[src/rtl/obi_wb_pkg.sv]
// Shared types and constants for the OBI-to-Wishbone bridge and its bus watchdog.
package obi_wb_pkg;

    localparam int OBI_ADDR_W = 32;
    localparam int OBI_DATA_W = 32;
    localparam int OBI_BE_W   = OBI_DATA_W / 8;

    localparam logic [OBI_DATA_W-1:0] OBI_ERR_RDATA = 32'h0;

    typedef enum logic [1:0] {
        IDLE     = 2'd0,
        WB_CYCLE = 2'd1,
        RESP     = 2'd2
    } obi_wb_state_t;

    // Counter width able to hold max_count itself; never narrower than one bit.
    function automatic int wd_count_width(input int max_count);
        return (max_count < 1) ? 1 : $clog2(max_count + 1);
    endfunction

endpackage

[src/rtl/bus_watchdog.sv]
// Saturating cycle counter that flags when a bus cycle has run MAX_COUNT cycles.
// MAX_COUNT = 0 turns the whole counter into constant zero.
module bus_watchdog
    import obi_wb_pkg::*;
#(
    parameter int MAX_COUNT = 255,
    parameter int CNT_W     = wd_count_width(MAX_COUNT)
) (
    input  logic             clk_i,
    input  logic             rst_i,
    input  logic             clr_i,
    input  logic             en_i,
    output logic             expired_o,
    output logic [CNT_W-1:0] count_o
);

    generate
        if (MAX_COUNT == 0) begin : g_off
            logic w_unused_inputs;
            assign w_unused_inputs = ^{clk_i, rst_i, clr_i, en_i};
            assign count_o         = '0;
            assign expired_o       = 1'b0;
        end else begin : g_on
            localparam logic [CNT_W-1:0] LIMIT = CNT_W'(MAX_COUNT);
            localparam logic [CNT_W-1:0] SAT   = {CNT_W{1'b1}};

            logic [CNT_W-1:0] r_count;

            always_ff @(posedge clk_i or posedge rst_i) begin
                if (rst_i) begin
                    r_count <= '0;
                end else if (clr_i) begin
                    r_count <= '0;
                end else if (en_i && (r_count != SAT)) begin
                    r_count <= r_count + 1'b1;
                end
            end

            assign count_o   = r_count;
            assign expired_o = (r_count == LIMIT);
        end
    endgenerate

endmodule

[src/rtl/obi_to_wb.sv]
// OBI responder that replays each accepted request as one Wishbone classic cycle,
// returning ack/err (or a watchdog abort) as a single-cycle OBI response.
module obi_to_wb
    import obi_wb_pkg::*;
#(
    parameter int TIMEOUT_CYCLES = 255
) (
    input  logic                  clk_i,
    input  logic                  wb_rst_i,
    input  logic                  req_i,
    output logic                  gnt_o,
    input  logic [OBI_ADDR_W-1:0] addr_i,
    input  logic                  we_i,
    input  logic [OBI_BE_W-1:0]   be_i,
    input  logic [OBI_DATA_W-1:0] wdata_i,
    output logic                  rvalid_o,
    output logic [OBI_DATA_W-1:0] rdata_o,
    output logic                  err_o,
    output logic                  wbm_cyc_o,
    output logic                  wbm_stb_o,
    output logic                  wbm_we_o,
    output logic [OBI_BE_W-1:0]   wbm_sel_o,
    output logic [OBI_ADDR_W-1:0] wbm_adr_o,
    output logic [OBI_DATA_W-1:0] wbm_dat_o,
    input  logic                  wbm_ack_i,
    input  logic                  wbm_err_i,
    input  logic [OBI_DATA_W-1:0] wbm_dat_i
);

    localparam int WD_W = wd_count_width(TIMEOUT_CYCLES);

    obi_wb_state_t         r_state;
    logic                  r_we;
    logic [OBI_BE_W-1:0]   r_sel;
    logic [OBI_ADDR_W-1:0] r_adr;
    logic [OBI_DATA_W-1:0] r_dat;
    logic [OBI_DATA_W-1:0] r_rdata;
    logic                  r_err;

    logic                  w_in_cycle;
    logic                  w_accept;
    logic                  w_expired;
    logic [WD_W-1:0]       w_wd_count_unused;

    assign w_in_cycle = (r_state == WB_CYCLE);
    assign gnt_o      = !w_in_cycle;
    assign w_accept   = req_i && gnt_o;

    bus_watchdog #(
        .MAX_COUNT (TIMEOUT_CYCLES),
        .CNT_W     (WD_W)
    ) u_watchdog (
        .clk_i     (clk_i),
        .rst_i     (wb_rst_i),
        .clr_i     (w_accept),
        .en_i      (w_in_cycle),
        .expired_o (w_expired),
        .count_o   (w_wd_count_unused)
    );

    always_ff @(posedge clk_i or posedge wb_rst_i) begin
        if (wb_rst_i) begin
            r_state <= IDLE;
            r_we    <= 1'b0;
            r_sel   <= '0;
            r_adr   <= '0;
            r_dat   <= '0;
            r_rdata <= '0;
            r_err   <= 1'b0;
        end else begin
            unique case (r_state)
                WB_CYCLE: begin
                    // err outranks ack, and a real ack outranks the watchdog
                    if (wbm_err_i) begin
                        r_state <= RESP;
                        r_err   <= 1'b1;
                        r_rdata <= OBI_ERR_RDATA;
                    end else if (wbm_ack_i) begin
                        r_state <= RESP;
                        r_err   <= 1'b0;
                        r_rdata <= r_we ? '0 : wbm_dat_i;
                    end else if (w_expired) begin
                        r_state <= RESP;
                        r_err   <= 1'b1;
                        r_rdata <= OBI_ERR_RDATA;
                    end
                end
                default: begin
                    // IDLE and RESP both grant, so a new request may follow a response directly
                    if (w_accept) begin
                        r_state <= WB_CYCLE;
                        r_we    <= we_i;
                        r_sel   <= be_i;
                        r_adr   <= addr_i;
                        r_dat   <= wdata_i;
                    end else begin
                        r_state <= IDLE;
                    end
                end
            endcase
        end
    end

    assign rvalid_o  = (r_state == RESP);
    assign rdata_o   = r_rdata;
    assign err_o     = r_err;
    assign wbm_cyc_o = w_in_cycle;
    assign wbm_stb_o = w_in_cycle;
    assign wbm_we_o  = r_we;
    assign wbm_sel_o = r_sel;
    assign wbm_adr_o = r_adr;
    assign wbm_dat_o = r_dat;

endmodule
[config.mk]
export PLATFORM = sky130hd
export DESIGN_NAME = obi_to_wb
export DESIGN_NICKNAME = d
export VERILOG_FILES = /design/src/rtl/obi_wb_pkg.sv /design/src/rtl/bus_watchdog.sv /design/src/rtl/obi_to_wb.sv
export SDC_FILE = /design/constraint.sdc
export NUM_CORES = 1
export LEC_CHECK = 0
export CAP_MARGIN = 20
export CORE_ASPECT_RATIO = 1.4
export CORE_MARGIN = 2
export CORE_UTILIZATION = 39
export CTS_BUF_LIST = sky130_fd_sc_hd__clkbuf_4 sky130_fd_sc_hd__clkbuf_8 sky130_fd_sc_hd__clkbuf_16
export CTS_CLUSTER_DIAMETER = 120
export DETAILED_ROUTE_END_ITERATION = 6
export PLACE_DENSITY = 0.83
export SLEW_MARGIN = 15
export SYNTH_ARGS = -nofsm -noshare
export SYNTH_HDL_FRONTEND = slang
export SYNTH_SLANG_ARGS = --single-unit
[constraint.sdc]
create_clock -name clk_i -period 9 [get_ports clk_i]
set_input_delay 2.7 -clock clk_i [delete_from_list [all_inputs] [get_ports clk_i]]
set_output_delay 2.7 -clock clk_i [all_outputs]
set_load 0.01 [all_outputs]
# Word level (Yosys, flattened, before mapping)
# Cells that the tools add are included.
# totals
output_inout_bits,106
regBits,112
wordCells,36
input_bits,106
# op_classes
bitwise_logic,1
n_reduce_logical,7
n_addsub,1
n_eq_ne,5
mux,14
# op_table
operator,count
2-to-1 mux 32 bit,4
2-to-1 mux 8 bit,2
adder 8 x 1 -> 8 bit (second input constant),1
== test 8 bit (second input constant),1
2-to-1 mux 2 bit,4
!= test 8 bit (second input constant),1
2-to-1 mux 1 bit,4
!= test 4 bit (second input constant),1
AND reduction 2 bit,2
nonzero test 3 bit,1
== test 2 x 1 -> 1 bit (second input constant),1
== test 2 bit (second input constant),1
logical AND 1 bit,2
nonzero test 2 bit,1
logical NOT 1 bit,1
NOT 1 bit,1

# Longest topological paths before layout
# logic_depth
depth_word,5
mapped_depth,6
ltp_nobuf,4

# Cells and area by module
# Synthesis repeated with hierarchy kept, for this count alone.
# unflattened
hier_cells,281
area_unflattened_um2,4379.2
# modules_own_cells
module,seq_area_each_um2,cells_each,n_inst,area_each_um2
obi_to_wb,2602.5,233,1,3891.2
bus_watchdog,200.2,48,1,488.0

# Worst setup path after synthesis
# OpenSTA, ideal clock, no wires.
# synth_path
kind,register to output
start,register r_state[1]
end,output wbm_stb_o
path_buffers,3
slack_ns,5.242
t_arrival_ns,1.058
stages_incl_launch_ff,6
cell_sequence,dfrtp_1 nand2b_1 buf_4 inv_4 buf_2 buf_4
# synth_between
elab_chain_len,1
# synth_lines
item,line,rtl
start: declaration,obi_to_wb.sv:32,obi_wb_state_t r_state;
start signal: assignment,obi_to_wb.sv:63,r_state <= IDLE;
start signal: assignment,obi_to_wb.sv:75,r_state <= RESP;
start signal: assignment,obi_to_wb.sv:79,r_state <= RESP;
== test 2 x 1 -> 1 bit,obi_to_wb.sv:45,assign w_in_cycle = (r_state == WB_CYCLE);
end: declaration,obi_to_wb.sv:20,"output logic wbm_stb_o,"
# No other way between the ends.

# Final worst setup path
# Same ends and word-level chain as after synthesis.

==> impl_metrics.yaml <==
clock_tree:
  cts_htree_levels: 3
  clock_path_buffers: 2
  numCtsBuffers: 9
  cts_root_buf: "clkbuf_16"
  clock_latency_ns: 0.34
  post_cts_buffers: 0
  cts_resized: 0
  hold_buffers: 0
  clkSinkCount: 112
  cts_tree: "yes"
  cts.clk_slew.worst_paths_ns: 0.07
pwr:
  internal-power_uw: 1252
  power_frac_seq_pct: 41.1
  net-switching-power_uw: 531.5
  comb_power_share_pct: 36.3
  sw_frac_of_total_pct: 29.80
  ir_drop_mv: 0.09936
  clockPowerShare_pct: 22.6
  total_power_uw: 1783
  p_leak_uw: 0.003141
  powerDensity_nw_per_um2: 241.7
cells_and_area:
  diodes: 0
  area_growth_pct: 49.48
  drive_above_1_share_pct: 16.22
  fin_cells: 711
  layout.nets: 663
synthesis:
  synth_area_um2: 4936
  yosysWarnings: 0
  synth-compound-area-share_pct: 11.84
  synth-adder-area-share_pct: 0.2535
  syn-num-nets: 460
  synthCells: 353
  avgSynthCellArea_um2: 13.98
  yosysUniqueCellTypes: 40
  synthSimpleGateAreaFrac_pct: 2.788
  yosys-top-cells-area: "dfrtp_1, mux2_4, a32oi_1"
  yosysSeqAreaShare_pct: 56.78
  ys_ff_latch: 112
  synth.area.mux_share_pct: 21.12
  synth_top_family_by_area: "multiplexers"
  synth-xor-area-share_pct: 0
  yosysTopAreaCell: "dfrtp_1"
  netlist.area_leader.share_pct: 56.78
routing:
  wire_per_inst_um: 17.47
  final_antenna_net_count: 0
  dr.first_iter.drc_count: 101
  drc: 0
  drt_wl_total_um: 12420
  drtPass1Iterations: 4
  dr_total_vias: 3658
  vias_per_cell: 5.145
sta:
  drv_slew: 0
  clock.fmax_mhz: 190.1
  worstMarginPinSlew_ns: 0.9851
  whs_ns: 0.4897
  finClkSkew_ns: 0.007369
  fin_crit_sh_pct: 58.46
  slew_headroom_pct: 34.33
  rsz0062_at_grt: "false"
  tns_ns: 0
  min_period_ns: 5.261
  setup_viol: 0
  hold_viol: 0
grt:
  grt_pass1_wl_um: 19780
  grt-ovfl-total: 0
  grt_start_max_net_pins: 70
  grt_pass1_vias: 3941
  antenna_found_initial: 0
  grtUsageTotal_pct: 18.32
critical_path:
  cp.arrival_ns: 2.56
  cp_top_family: "buffers and inverters"
  crit_path_max_fanout: 26
  crit_type: "reg2out"
  critPathSlowestCell: "clkdlybuf4s50_1"
  cp-start-kind: "flip-flop"
  cp.buffers_inverters: 3
  cpPeakStageDelay_ns: 0.61
  cp_cell_sequence: "nand2b_1 > buf_4 > inv_4 > clkdlybuf4s50_1"
  cp.required_ns: 6.30
  end_kind: "output port"
floorplanning:
  ios: 212
  start_util_pct: 39.90
  fp.dieArea_um2: 13580
  die_h_um: 137.1
  core-area_um2: 12370
  die_x_um: 99.08
  num_rows: 48
outcome:
  status: "completed"
placed_design:
  placedCellCount: 694
  dp_hpwl_um: 8975
  gp_congestion: 0.7983
  portBuffers: 211
min_path:
  hold_class: "reg2reg"
flow_run:
  cap_viol_max_count: 0
power groups by stage:
| stage | logic [uW] | registers, uW | clock network, uW |
|---|---|---|---|
| 2_1_floorplan | 245 | 785 | 0 |
| 3_3_place_gp | 631 | 734 | 0 |
| 3_5_place_dp | 655 | 738 | 0 |
| 4_1_cts | 657 | 733 | 417 |
| 5_1_grt | 692 | 751 | 439 |
| 6_report | 648 | 732 | 403 |
cells in the mapped netlist (all sizes together):
master and n:
dfrtp 112, mux2 69, o21ai 39, inv 36
a32oi 32, buf 19, clkbuf 5, nor2 5
mux2i 4, nand2 4, nand3 4, a21oi 3
a2111oi 2, and3 2, nor2b 2, a211oi 1
a21o 1, a221oi 1, a311oi 1, a31o 1
a41oi 1, and3b 1, and4 1, ha 1
nand2b 1, nand4 1, nor3 1, o211ai 1
o41ai 1, or4 1
per-stage QoR:
stage	setup WS (ns)	area (um2)	util, %
2_1_floorplan	3.341	4936	-
3_3_place_gp	3.844	7044	56.94
3_5_place_dp	3.784	7059	57.06
4_1_cts	3.721	7362	59.51
5_1_grt	3.597	7378	59.64
6_report	3.739	7378	59.64
registers in the layout, indices dropped and copies added, names as in the netlist:
name                cells
wbm_sel_o               4
r_state                 2
wbm_we_o                1
u_watchdog.count_o      8
rdata_o                32
wbm_dat_o              32
err_o                   1
wbm_adr_o              32
layer usage:
layer | part of all wire (%) | GRT usage, %
met1 | 39 | 21.43
met2 | 52 | 32.51
met3 | 6.3 | 3.728
met4 | 2.6 | 7.763
met5 | 0 | 0
cell type report:
type | instances | area (um2)
inverter | 36 | 140.1
multi-input combinational | 181 | 1780
clock buffer | 9 | 225.2
timing repair buffer | 216 | 2165
fill | 978 | 4994
clock inverter | 7 | 77.57
sequential | 112 | 2803
tap | 150 | 187.7
cells by family after synthesis:
kind of cell    Yosys count
mux                      73
buf+inv                  60
compound gates           84
fa+ha+maj                 1
flops                   112
simple gates             23
final timing paths:
kind	startpoint	to	slack [ns]	cells past startpoint
max in group asynchronous	wb_rst_i	wbm_adr_o[3]	4.96	3
setup reg to reg	r_state[1]	wbm_sel_o[1]	5.58	6
setup / recovery	r_state[1]	wbm_stb_o	3.74	4
min in group asynchronous	wb_rst_i	rdata_o[9]	2.77	2
hold / removal	wbm_dat_o[0]	wbm_dat_o[0]	0.49	1
hold reg to reg	wbm_dat_o[0]	wbm_dat_o[0]	0.49	1
cells in the final DEF, fill, tap and decap left out, types with 2 or more instances in the layout:
master,Yosys,final
nand3_1,4,4
clkdlybuf4s50_1,0,211
o21ai_1,2,2
nand2_1,4,4
inv_1,35,34
mux2_1,7,7
nor2b_1,2,2
a32oi_1,32,32
o21ai_0,36,36
clkbuf_16,0,9
nor2_1,4,3
mux2_2,2,2
buf_8,1,2
dfrtp_1,112,112
mux2i_1,4,4
and3_1,2,2
inv_6,0,3
mux2_4,60,60
inv_4,1,2
a21oi_1,3,3
buf_4,2,3
worst reg2reg max path, delay by kind of cell, from the launching register on:
| kind | cells | cell delay [ns] |
|---|---|---|
| buf+inv | 3 | 1.20 |
| flops | 1 | 0.36 |
| simple gates | 2 | 1.33 |
| mux | 1 | 0.42 |
Power figures use the tool's default switching activity.
